==> src/rtl/maze_solve_sched.sv <==
// Round-robin scheduler sharing one maze solver between NREQ requesters:
// grants a requester, sequences the solver reset, counts moves and returns one result per job.
module maze_solve_sched #(
  parameter int NREQ    = 2,
  parameter int N       = 3,
  parameter int CW      = 8,
  parameter int TIMEOUT = 200
) (
  input  logic                      clk,
  input  logic                      rst,
  input  logic [NREQ-1:0]           req,
  output logic [NREQ-1:0]           gnt,
  output logic [$clog2(NREQ)-1:0]   maze_sel,
  output logic                      solver_rst,
  input  logic                      solver_done,
  input  logic [N-1:0]              solver_x,
  input  logic [N-1:0]              solver_y,
  output logic                      res_valid,
  input  logic                      res_ready,
  output logic [$clog2(NREQ)-1:0]   res_id,
  output logic [CW-1:0]             res_steps,
  output logic                      res_timeout,
  output logic                      busy
);

  localparam int SW = $clog2(NREQ);

  typedef enum logic [1:0] {IDLE, LAUNCH, RUN, REPORT} state_t;

  state_t        state, state_n;
  logic [SW-1:0] ptr;
  logic [CW-1:0] cyc_cnt, step_cnt, step_nxt;
  logic [N-1:0]  px, py;
  logic          move, run_end;
  logic          pick_valid;
  logic [SW-1:0] pick_idx;
  logic [SW:0]   scan_sum;

  // Scan downward in offset so the closest requester after ptr is the one that sticks.
  always_comb begin
    pick_valid = 1'b0;
    pick_idx   = '0;
    scan_sum   = '0;
    for (int i = NREQ; i >= 1; i--) begin
      scan_sum = {1'b0, ptr} + (SW+1)'(i);
      if (scan_sum >= (SW+1)'(NREQ))
        scan_sum = scan_sum - (SW+1)'(NREQ);
      if (req[scan_sum[SW-1:0]]) begin
        pick_valid = 1'b1;
        pick_idx   = scan_sum[SW-1:0];
      end
    end
  end

  assign move     = {solver_x, solver_y} != {px, py};
  assign step_nxt = (move && step_cnt != '1) ? step_cnt + 1'b1 : step_cnt;
  assign run_end  = solver_done || (cyc_cnt == CW'(TIMEOUT-1));
  assign busy     = (state != IDLE);

  always_comb begin
    state_n = state;
    case (state)
      IDLE:    if (pick_valid) state_n = LAUNCH;
      LAUNCH:  state_n = RUN;
      RUN:     if (run_end) state_n = REPORT;
      REPORT:  if (res_ready) state_n = IDLE;
      default: state_n = IDLE;
    endcase
  end

  always_ff @(posedge clk) begin
    if (!rst) begin
      state       <= IDLE;
      ptr         <= SW'(NREQ-1);
      gnt         <= '0;
      maze_sel    <= '0;
      solver_rst  <= 1'b1;
      res_valid   <= 1'b0;
      res_id      <= '0;
      res_steps   <= '0;
      res_timeout <= 1'b0;
      cyc_cnt     <= '0;
      step_cnt    <= '0;
      px          <= '0;
      py          <= '0;
    end else begin
      state      <= state_n;
      solver_rst <= (state_n != RUN);
      case (state)
        IDLE: begin
          if (pick_valid) begin
            gnt      <= NREQ'(1) << pick_idx;
            maze_sel <= pick_idx;
          end
        end
        LAUNCH: begin
          cyc_cnt  <= '0;
          step_cnt <= '0;
          px       <= '0;
          py       <= '0;
        end
        RUN: begin
          cyc_cnt  <= cyc_cnt + 1'b1;
          step_cnt <= step_nxt;
          if (move) begin
            px <= solver_x;
            py <= solver_y;
          end
          // A move in the finishing cycle is still counted; done beats the watchdog.
          if (run_end) begin
            res_valid   <= 1'b1;
            res_id      <= maze_sel;
            res_steps   <= step_nxt;
            res_timeout <= !solver_done;
          end
        end
        REPORT: begin
          if (res_ready) begin
            res_valid <= 1'b0;
            ptr       <= maze_sel;
            gnt       <= '0;
          end
        end
        default: ;
      endcase
    end
  end

endmodule

==> config.mk <==
export PLATFORM = sky130hd
export DESIGN_NAME = maze_solve_sched
export DESIGN_NICKNAME = d
export VERILOG_FILES = /design/src/rtl/maze_solve_sched.sv
export SDC_FILE = /design/constraint.sdc
export NUM_CORES = 1
export LEC_CHECK = 0
export ABC_AREA = 1
export CORE_ASPECT_RATIO = 1.2
export CORE_MARGIN = 1
export CORE_UTILIZATION = 49
export CTS_CLUSTER_SIZE = 14
export DETAILED_ROUTE_END_ITERATION = 12
export PLACE_DENSITY = 0.86
export SETUP_SLACK_MARGIN = 0.02
export SYNTH_ARGS = -nofsm -noshare
export SYNTH_HDL_FRONTEND = slang
export SYNTH_SLANG_ARGS = --single-unit
==> constraint.sdc <==
create_clock -name clk -period 1.7 [get_ports clk]
set_clock_uncertainty 0.2 [all_clocks]
set_input_delay 0.51 -clock clk [delete_from_list [all_inputs] [get_ports clk]]
set_output_delay 0.51 -clock clk [all_outputs]
set_load 0.005 [all_outputs]
---- Word-level counts from Yosys, hierarchy flattened ----
Cells that the tools add are included.
Widths: inputs -> output; s select.
storage, ports and cells
  register bits after elaboration ......... 40
  input bits .............................. 12
  output and inout port bits .............. 16
  word-level logic and storage cells ...... 76
cells by class
  add/subtract/negate cells ............... 6
  magnitude comparators ................... 4
  equal/unequal tests ..................... 11
  shift operators ......................... 1
  multiplexer cells ....................... 27
  reductions and logical operators ........ 14
operators by type and width
  cell                 number
  $pmux 8 s2           2
  $add 8x1->8 const B  2
  $mux 1               12
  $pmux 3 s2           2
  $mux 2               5
  $ne 2x2->1 const B   5
  $eq 8x8->1 const B   1
  $mux 8               1
  $ne 8x8->1 const B   1
  $pmux 2 s4           1
  $reduce_and 2->1     4
  $reduce_bool 2->1    4
  $mux 3               2
  $ne 6x6->1           1
  $reduce_and 3->1     2
  $eq 2x2->1 const B   2
  $ge 2x2->1 const B   2
  $lt 1x2->1 const B   2
  $pmux 2 s2           1
  $add 1x1->2 const B  1
  $add 1x2->2 const B  1
  $eq 2x1->1 const B   1
  $logic_not 2->1      1
  $pmux 1 s2           1
  other kinds (5)      6

---- Depth between registers and ports, before layout ----
Gate-level depths: netlist (run 1).
  depth in word-level cells ............... 10
  gate-level depth with buffers ........... 12
  mapped depth without buffers ............ 12

---- Worst setup path before layout (run 1) ----
OpenSTA, ideal clock, no wires.
  kind .................................... register to register
  from .................................... register state[0]
  to ...................................... register cyc_cnt[7]
  library setup time ...................... 0.133 ns
  data arrival time ....................... 1.427 ns
  required time ........................... 1.367 ns
  setup slack ............................. -0.059 ns
  stages on the path, launching flop included .. 10
  buffers on the path ..................... 0
  period minus slack after synthesis ...... 1.759 ns
  cells stage by stage .................... dfxtp_1 > inv_1 > ha_1 > nand2_1 > nor2_1 > nand2_1 > nor2_1 > nand2_1 > nor3b_1 > nor3_1
between the ends
  word-level cells in the longest chain between the ends .. 2
  elaborated cells on any way between the ends .. 4
ends and longest elaborated chain
  item                                                    line  RTL
  start: declaration                                      30    state_t state, state_n;
  start signal: assignment                                87    state <= state_n;
  $eq 2x2->1 / $eq 2x1->1 (equally long branches)         89    case (state)
  $pmux 8 s2 / $reduce_bool 2->1 (equally long branches)  -
  end signal: assignment                                  103   cyc_cnt <= cyc_cnt + 1'b1;
  end: declaration                                        32    logic [CW-1:0] cyc_cnt, step_cnt, step_nxt;
Several ways; a longest one is shown, not always the timed one.
A chain may end at the register's enable or synchronous reset.

---- Worst setup path in the final report (run 1) ----
  from .................................... register state[0]
  to ...................................... register res_steps[6]
between the ends
  word-level cells in the longest chain between the ends .. 2
ends and longest elaborated chain
  item                               line  RTL
  $eq 2x2->1                         89
  $reduce_and 2->1 (no source line)  -
  end signal: assignment             113   res_steps <= step_nxt;
  end: declaration                   21    output logic [CW-1:0] res_steps,
Every way passes these cells.

==> PnR_summary.wiki, run 1 <==
{| class="wikitable"
! Metric !! Value
|-
| Area Growth Syn to Fin || 45.2%
|-
| Class of the worst hold path || reg2reg
|-
| Critical Setup Path Class || reg2reg
|-
| RSZ-0062 raised after global routing || yes
|-
| Global routing usage summed across all routing layers || 0.280
|-
| Cell internal pwr || 1.39 mW
|-
| Vias || between 2000 and 2500
|-
| Arrival @ worst endpoint || about 1.8 ns
|-
| Final wirelength || roughly 6.5 mm
|-
| Clock tree from TritonCTS || built
|-
| Proportion of layout cells with a drive suffix above 1 || 0.376
|-
| Max IR drop VDD || approximately 0.56 mV
|-
| Worst Setup Start Kind || flop
|-
| Latest clock arrival within the worst-skew pair || around 0.3 ns
|-
| Switching Fraction || 0.271
|-
| Height of the chip || ~73 um
|-
| Via-to-Cell Ratio || 5.49
|-
| Relative max-transition margin || 0.797
|-
| Switching component of the power || 0.516 mW
|-
| Final number of hold-violating endpoints || 0
|-
| Cell variety after synth || 27
|-
| Number of antenna violations at the first check in global routing || 0
|-
| First-pass GRT wire length || 9.25 mm
|-
| Final setup margin || -0.0779 ns
|-
| Top fanout value on the critical path || 7
|-
| Most common library cell in the layout ignoring fill and taps || nand2_1
|-
| Sum of overflow across all layers after global routing || 0
|-
| Power density over cell area || 632 nW/um2
|-
| Number of iterations in the first detailed-routing pass || 5
|-
| Share of total power in combinational logic || 0.175
|-
| Vias in the first global route || about 2200
|-
| Failing checks || negative setup slack
|-
| Fill cell count || around 280
|-
| Run status || finished with violations
|-
| Die footprint || around 4500 um2
|-
| Final core occ || 0.753
|-
| Drt first-iter violations || ~190
|-
| Capturing point of the worst reg2reg path || res_steps[6]$_SDFFE_PN0P_
|-
| Commonest cells after routing, fill and taps aside || 72 x nand2_1, 38 x inv_1, 33 x buf_4
|-
| Number of standard cells after synthesis || roughly 310
|-
| Hold Path Sink || gnt[0]$_SDFFE_PN0P_
|-
| Mapped cell area || between 2000 and 2500 um2
|-
| Origin of the worst min-delay path || gnt[0]$_SDFFE_PN0P_
|-
| Inserted Clock Buffers || 5
|-
| Seq pwr share || 0.512
|-
| Clock Root Buffer || clkbuf_8
|-
| Part of the power in the clock network || 0.314
|-
| Port Buf Inserts || 27
|-
| Hold Buf Count CTS || 0
|-
| Worst hold slack across all endpoints || around 0.26 ns
|-
| Number of sinks on the clock net || 40
|-
| Total setup violations reported at the end of the flow || 4
|-
| Core Region || 4000 um2
|-
| Leak || about 1.4 nW
|-
| # IOs || 28
|-
| Starting Density || 0.518
|-
| Number of max-cap violations || 0
|-
| Routed WL per cell || 15.1 um
|-
| Count of antenna-violating nets left after detailed routing || 0
|-
| Sequential-to-total area share from yosys stat || 0.386
|-
| Synthesis-stage register bit count || 40
|-
| Net count, final || ~400
|-
| H-tree levels || 2
|-
| Total nets after synthesis || approximately 330
|-
| Die width || around 61 um
|-
| Buffer depth of the longest clock path || 2
|-
| Placement Rows || 25
|-
| Transition at the pin with the smallest max-transition slack || just over 0.3 ns
|-
| Final weighted congestion of routability-driven global placement || between 0.8 and 0.9
|-
| Largest net degree at the start of global routing || 12
|-
| Max frequency || 562 MHz
|-
| Diodes inserted || 0
|-
| Minimum period implied by the final worst setup slack || 1.78 ns
|-
| Clk pin slew, worst setup/hold paths || 0.08 ns
|-
| Cell count of the worst reg-to-reg path || 11
|-
| Launching point of the worst reg2reg path || state[0]$_SDFF_PN0_
|-
| Final worst-path cycle share || 1.05
|-
| Drt drc || 0
|-
| Half-perimeter wire length after detailed placement || roughly 3.8 mm
|-
| Number of slew-limit violations in the final report || 0
|-
| Yosys Warn Count || 0
|-
| Worst EP required || around 1.7 ns
|-
| Post-synthesis average cell area || ~6.7 um2
|-
| Count of cells along the worst hold path || 2
|-
| Endpoint kind of the worst setup timing path || flop
|-
| Worst-case register-to-register setup slack || -0.08 ns
|}
==> layout make-up <==
| type | count | area, um2 | share of cell area |
|---|---|---|---|
| inverters | 47 | 179 | 0.0594 |
| flip-flops and latches | 40 | 817 | 0.271 |
| multi-input cells | 219 | 1330 | 0.441 |
| well taps | 54 | 67.6 | 0.0224 |
| repair buffers | 67 | 543 | 0.180 |
| clock buffers | 6 | 72.6 | 0.0241 |
| clock inverters | 1 | 5.00 | 0.00166 |
==> cell usage after synthesis <==
library cell  number  area, um2
nand4_1            1       6.26
nor2_4             1       11.3
or2_2              7       43.8
nor3_1             6       30.0
clkinv_1           2       7.51
nor3_2             1       10.0
ha_1               6       75.1
nand2_2            1       6.26
o21ai_0            8       40.0
nand2_1           96        360
nor2_2             4       25.0
buf_2              2       10.0
nor3b_1            2       15.0
o211a_1            2       20.0
a21oi_1           24        120
clkbuf_1           3       11.3
a21oi_2            2       17.5
nand3b_1           1       7.51
nor2_1            15       56.3
o21ai_1            2       10.0
o21a_1             1       7.51
a31oi_1            1       6.26
dfxtp_1           40        801
inv_1             45        169
nand3_4            1       17.5
buf_6              1       11.3
nand3_1           36        180
==> per-layer routing <==
metal	vias to the layer above	GRT usage	part of all wire
li1	1125	-	-
met1	1095	0.299	0.35
met2	123	0.476	0.52
met3	41	0.0669	0.067
met4	0	0.190	0.056
met5	-	0	0
==> kinds of logic (layout without fill, tap and decap cells) <==
group / count (synthesis) / in the layout / synth area share
buf+inv: 53 / 121 / 0.101
simple gates: 172 / 173 / 0.371
compound gates: 40 / 40 / 0.107
flops: 40 / 40 / 0.386
fa+ha+maj: 6 / 6 / 0.0362
==> how the worst max path moves through the flow <==
stage | end | startpoint | depth (start not counted) | slack, ns
finish | res_steps[6]$_SDFFE_PN0P_ | state[0]$_SDFF_PN0_ | 11 | -0.08
global route | res_steps[6]$_SDFFE_PN0P_ | state[0]$_SDFF_PN0_ | 11 | -0.14
CTS | cyc_cnt[7]$_SDFFE_PN0P_ | state[1]$_SDFF_PN0_ | 9 | -0.02
detailed placement | res_steps[1]$_SDFFE_PN0P_ | solver_y[2] | 12 | -0.60
global placement | py[2]$_SDFFE_PN0P_ | solver_x[1] | 10 | -0.50
floorplan | cyc_cnt[7]$_SDFFE_PN0P_ | state[1]$_SDFF_PN0_ | 9 | 0.06
==> state kept, by name (all words and copies together), names as in the netlist <==
name         count
maze_sel         1
res_valid        1
res_id           1
cyc_cnt          8
py               3
res_timeout      1
ptr              1
state            2
step_cnt         8
res_steps        8
gnt              2
px               3
solver_rst       1
==> critical path: stages, from the launching register on <==
cell,delay (ns)
dfxtp_2,0.36
inv_4,0.05
buf_6,0.11
ha_4,0.16
nand4_1,0.10
nand2_2,0.07
buf_6,0.13
buf_6,0.13
o21ai_1,0.13
inv_1,0.05
o21ai_1,0.10
inv_1,0.08
==> repair_timing <==
action,CTS,global route
cloned,1,0
setup buffers,7,4
pin swaps,22,20
setup endpoints to repair,41,31
resized for setup,68,68
==> power groups by stage <==
stage	Sequential [mW]	Combinational [mW]	Clock (mW)
6_report	0.975	0.333	0.598
5_1_grt	0.977	0.358	0.635
4_1_cts	0.974	0.305	0.601
3_5_place_dp	0.994	0.286	0
3_3_place_gp	0.994	0.278	0
2_1_floorplan	0.996	0.136	0
==> through the flow <==
stage               setup TNS [ns]  total power [mW]  instances  area [um2]  setup WS [ns]
detailed placement          -13.38              1.28        416        2620         -0.602
global placement            -11.34              1.27        416        2620         -0.500
finish                      -0.118              1.91        434        3010        -0.0779
floorplan                        0              1.13        311        2090         0.0578
global route                -0.712              1.97        434        3010         -0.143
CTS                        -0.0374              1.88        430        2840        -0.0185
No activity file was read; power rests on OpenSTA's default activity.
==> run 2, diff against run 1 <==
Settings changed: ABC_CLOCK_PERIOD_IN_PS set to 1700, CORE_MARGIN 1 to 2.
==> run 2 against run 1 <==
The flow still finishes with violations (negative setup slack). Sequential power about the same. Utilization rose by 0.91 points. Non-clock buffer count is 5 higher. Final cell count up 1.2%. Global-route usage is 1.5 points lower. Maximum frequency grew 0.25%. First-iteration DRC count grew 2.7%. Power increased by 2.4%. Setup slack better by 0.0044 ns. Critical endpoint is now res_steps[7]$_SDFFE_PN0P_.
==> PnR_summary.wiki, run 2 (synthesis gave the netlist of run 1 again) <==
{| class="wikitable"
! Metric !! Value
|-
| Power density over cell area || roughly 640 nW/um2
|-
| Routed WL per cell || around 16 um
|-
| Cell chain of the critical path || buf_4 > nand3_1 > nor2_1 > nand2_1 > nor2_2 > nand2_1 > nand2_1 > nand2_2 > o21ai_1 > inv_1
|-
| Critical Setup Path Class || reg2reg
|-
| Height of the chip || roughly 75 um
|-
| Final setup margin || -0.0735 ns
|-
| Final core occ || 0.762
|-
| Drt drc || 0
|-
| Endpoint kind of the worst setup timing path || flop
|-
| Via-to-Cell Ratio || between 5 and 6
|-
| Placed Instance Area || ~2600 um2
|-
| Half-perimeter wire length after detailed placement || approximately 3.7 mm
|-
| Net count, final || ~400
|-
| Hold Buf Count CTS || 0
|-
| H-tree levels || 2
|-
| Number of slew-limit violations in the final report || 0
|-
| Max IR drop VDD || between 0.5 and 0.6 mV
|-
| Total setup violations reported at the end of the flow || 11
|-
| Switching Fraction || 0.280
|-
| Biggest regs || cyc_cnt: 8 flops, res_steps: 8 flops, step_cnt: 8 flops
|-
| RSZ-0062 raised after global routing || yes
|-
| Vias || between 2000 and 2500
|-
| Cell internal pwr || approximately 1.4 mW
|-
| Failing checks || negative setup slack
|-
| Largest net degree at the start of global routing || 15
|-
| Inserted Clock Buffers || 5
|-
| Commonest cells after routing, fill and taps aside || 82 x nand2_1, 37 x inv_1, 37 x buf_4
|-
| Clk pin slew, worst setup/hold paths || ~0.09 ns
|-
| Final worst-path cycle share || 1.04
|-
| Minimum period implied by the final worst setup slack || around 1.8 ns
|-
| Final number of hold-violating endpoints || 0
|-
| Leak || between 1 and 1.5 nW
|-
| Proportion of layout cells with a drive suffix above 1 || 0.369
|-
| Critical-path top delay cell || dfxtp_1
|-
| Starting Density || 0.518
|-
| Seq pwr share || 0.500
|-
| Count of antenna-violating nets left after detailed routing || 0
|-
| Origin of the worst min-delay path || solver_y[2]
|-
| Finished Cell Area || slightly above 3000 um2
|-
| Number of max-cap violations || 0
|-
| Arrival @ worst endpoint || 1.77 ns
|-
| Most common library cell in the layout ignoring fill and taps || nand2_1
|-
| Max frequency || 564 MHz
|-
| Die width || between 60 and 70 um
|-
| Sum of overflow across all layers after global routing || 0
|-
| Transition at the pin with the smallest max-transition slack || between 0.2 and 0.3 ns
|-
| Buffer depth of the longest clock path || 2
|-
| Hold Path Sink || py[2]$_SDFFE_PN0P_
|-
| Latest clock arrival within the worst-skew pair || roughly 0.30 ns
|-
| Vias in the first global route || around 2300
|-
| Die footprint || 4780 um2
|-
| Post-placement setup slack || -0.588 ns
|-
| Number of sinks on the clock net || 40
|-
| Relative max-transition margin || 0.831
|-
| Launching point of the worst reg2reg path || step_cnt[0]$_SDFFE_PN0P_
|-
| Switching component of the power || between 0.5 and 0.6 mW
|-
| Run status || finished with violations
|-
| Area Growth Syn to Fin || 47.0%
|-
| Worst EP required || 1.70 ns
|-
| Part of the power in the clock network || 0.313
|-
| Final wirelength || approximately 6.9 mm
|-
| Placed cells || 419
|-
| Core Region || 4000 um2
|-
| Number of iterations in the first detailed-routing pass || 4
|-
| Clock Root Buffer || clkbuf_8
|-
| Final weighted congestion of routability-driven global placement || 0.869
|-
| Diodes inserted || 0
|-
| Drt first-iter violations || roughly 190
|-
| Share of total power in combinational logic || 0.187
|-
| Longest individual stage delay on the worst path || about 0.35 ns
|-
| Worst-case register-to-register setup slack || -0.07 ns
|-
| Cell with the most instances on the worst path || nand2_1
|-
| Setup tns final || -0.277 ns
|-
| Cell count of the worst reg-to-reg path || 10
|-
| Class of the worst hold path || in2reg
|-
| # IOs || 28
|-
| Placement Rows || 25
|-
| First-pass GRT wire length || 9.93 mm
|-
| Number of antenna violations at the first check in global routing || 0
|-
| Worst Setup Start Kind || flop
|-
| Global routing usage summed across all routing layers || 0.266
|-
| Count of cells along the worst hold path || 3
|-
| Capturing point of the worst reg2reg path || res_steps[7]$_SDFFE_PN0P_
|-
| Top fanout value on the critical path || 4
|-
| Total power consumption of the routed design || about 2.0 mW
|-
| Worst hold slack across all endpoints || between 0.2 and 0.3 ns
|-
| Clock tree from TritonCTS || built
|-
| Fin cells || around 440
|-
| Port Buf Inserts || 27
|}
==> run 2: what timing repair did <==
| item | in CTS | in global routing |
|---|---|---|
| buffers inserted | 9 | 4 |
| resized for setup | 72 | 60 |
| setup endpoints to repair | 43 | 36 |
| gates cloned | 2 | 0 |
| pin swaps | 17 | 28 |
==> run 2: power by group through the flow <==
stage                     Combinational (mW)  Clock (mW)  Sequential, mW
final                                  0.365       0.610           0.977
after global routing                   0.389       0.643           0.980
after CTS                              0.317       0.609           0.973
after detailed placement               0.291           0           0.994
after global placement                 0.283           0           0.993
after floorplan                        0.136           0           0.996
==> run 2: how the worst max path moves through the flow <==
stage / startpoint / to / cells after the start
2_1_floorplan: state[1]$_SDFF_PN0_ / cyc_cnt[7]$_SDFFE_PN0P_ / 9
3_3_place_gp: solver_x[1] / res_steps[7]$_SDFFE_PN0P_ / 11
3_5_place_dp: solver_x[1] / step_cnt[7]$_SDFFE_PN0P_ / 12
4_1_cts: state[0]$_SDFF_PN0_ / res_steps[3]$_SDFFE_PN0P_ / 9
5_1_grt: state[0]$_SDFF_PN0_ / res_valid$_SDFFE_PN0P_ / 10
6_report: step_cnt[0]$_SDFFE_PN0P_ / res_steps[7]$_SDFFE_PN0P_ / 10
==> run 2: final cells by class <==
class                           instances  area [um2]
Tap cell                               54        67.6
Clock inverter                          1        5.00
Inverter                               47         179
Fill cell                             287         953
Timing Repair Buffer                   72         591
Sequential cell                        40         820
Clock buffer                            6        72.6
Multi-Input combinational cell        219        1320
==> run 2: metal layers <==
metal / up-vias / GRT usage / share of wire
met4: 0 / 0.143 / 0.049
met1: 1130 / 0.288 / 0.37
met5: - / 0 / 0
met2: 105 / 0.492 / 0.53
met3: 38 / 0.0561 / 0.054
li1: 1136 / - / -
==> run 2: critical path, delay by kind of cell (launching register included) <==
kind	cells	cell delay, ns
buffers and inverters	2	0.20
AND/OR/NAND/NOR	7	0.76
flip-flops	1	0.35
AO/OA/AOI/OAI	1	0.15
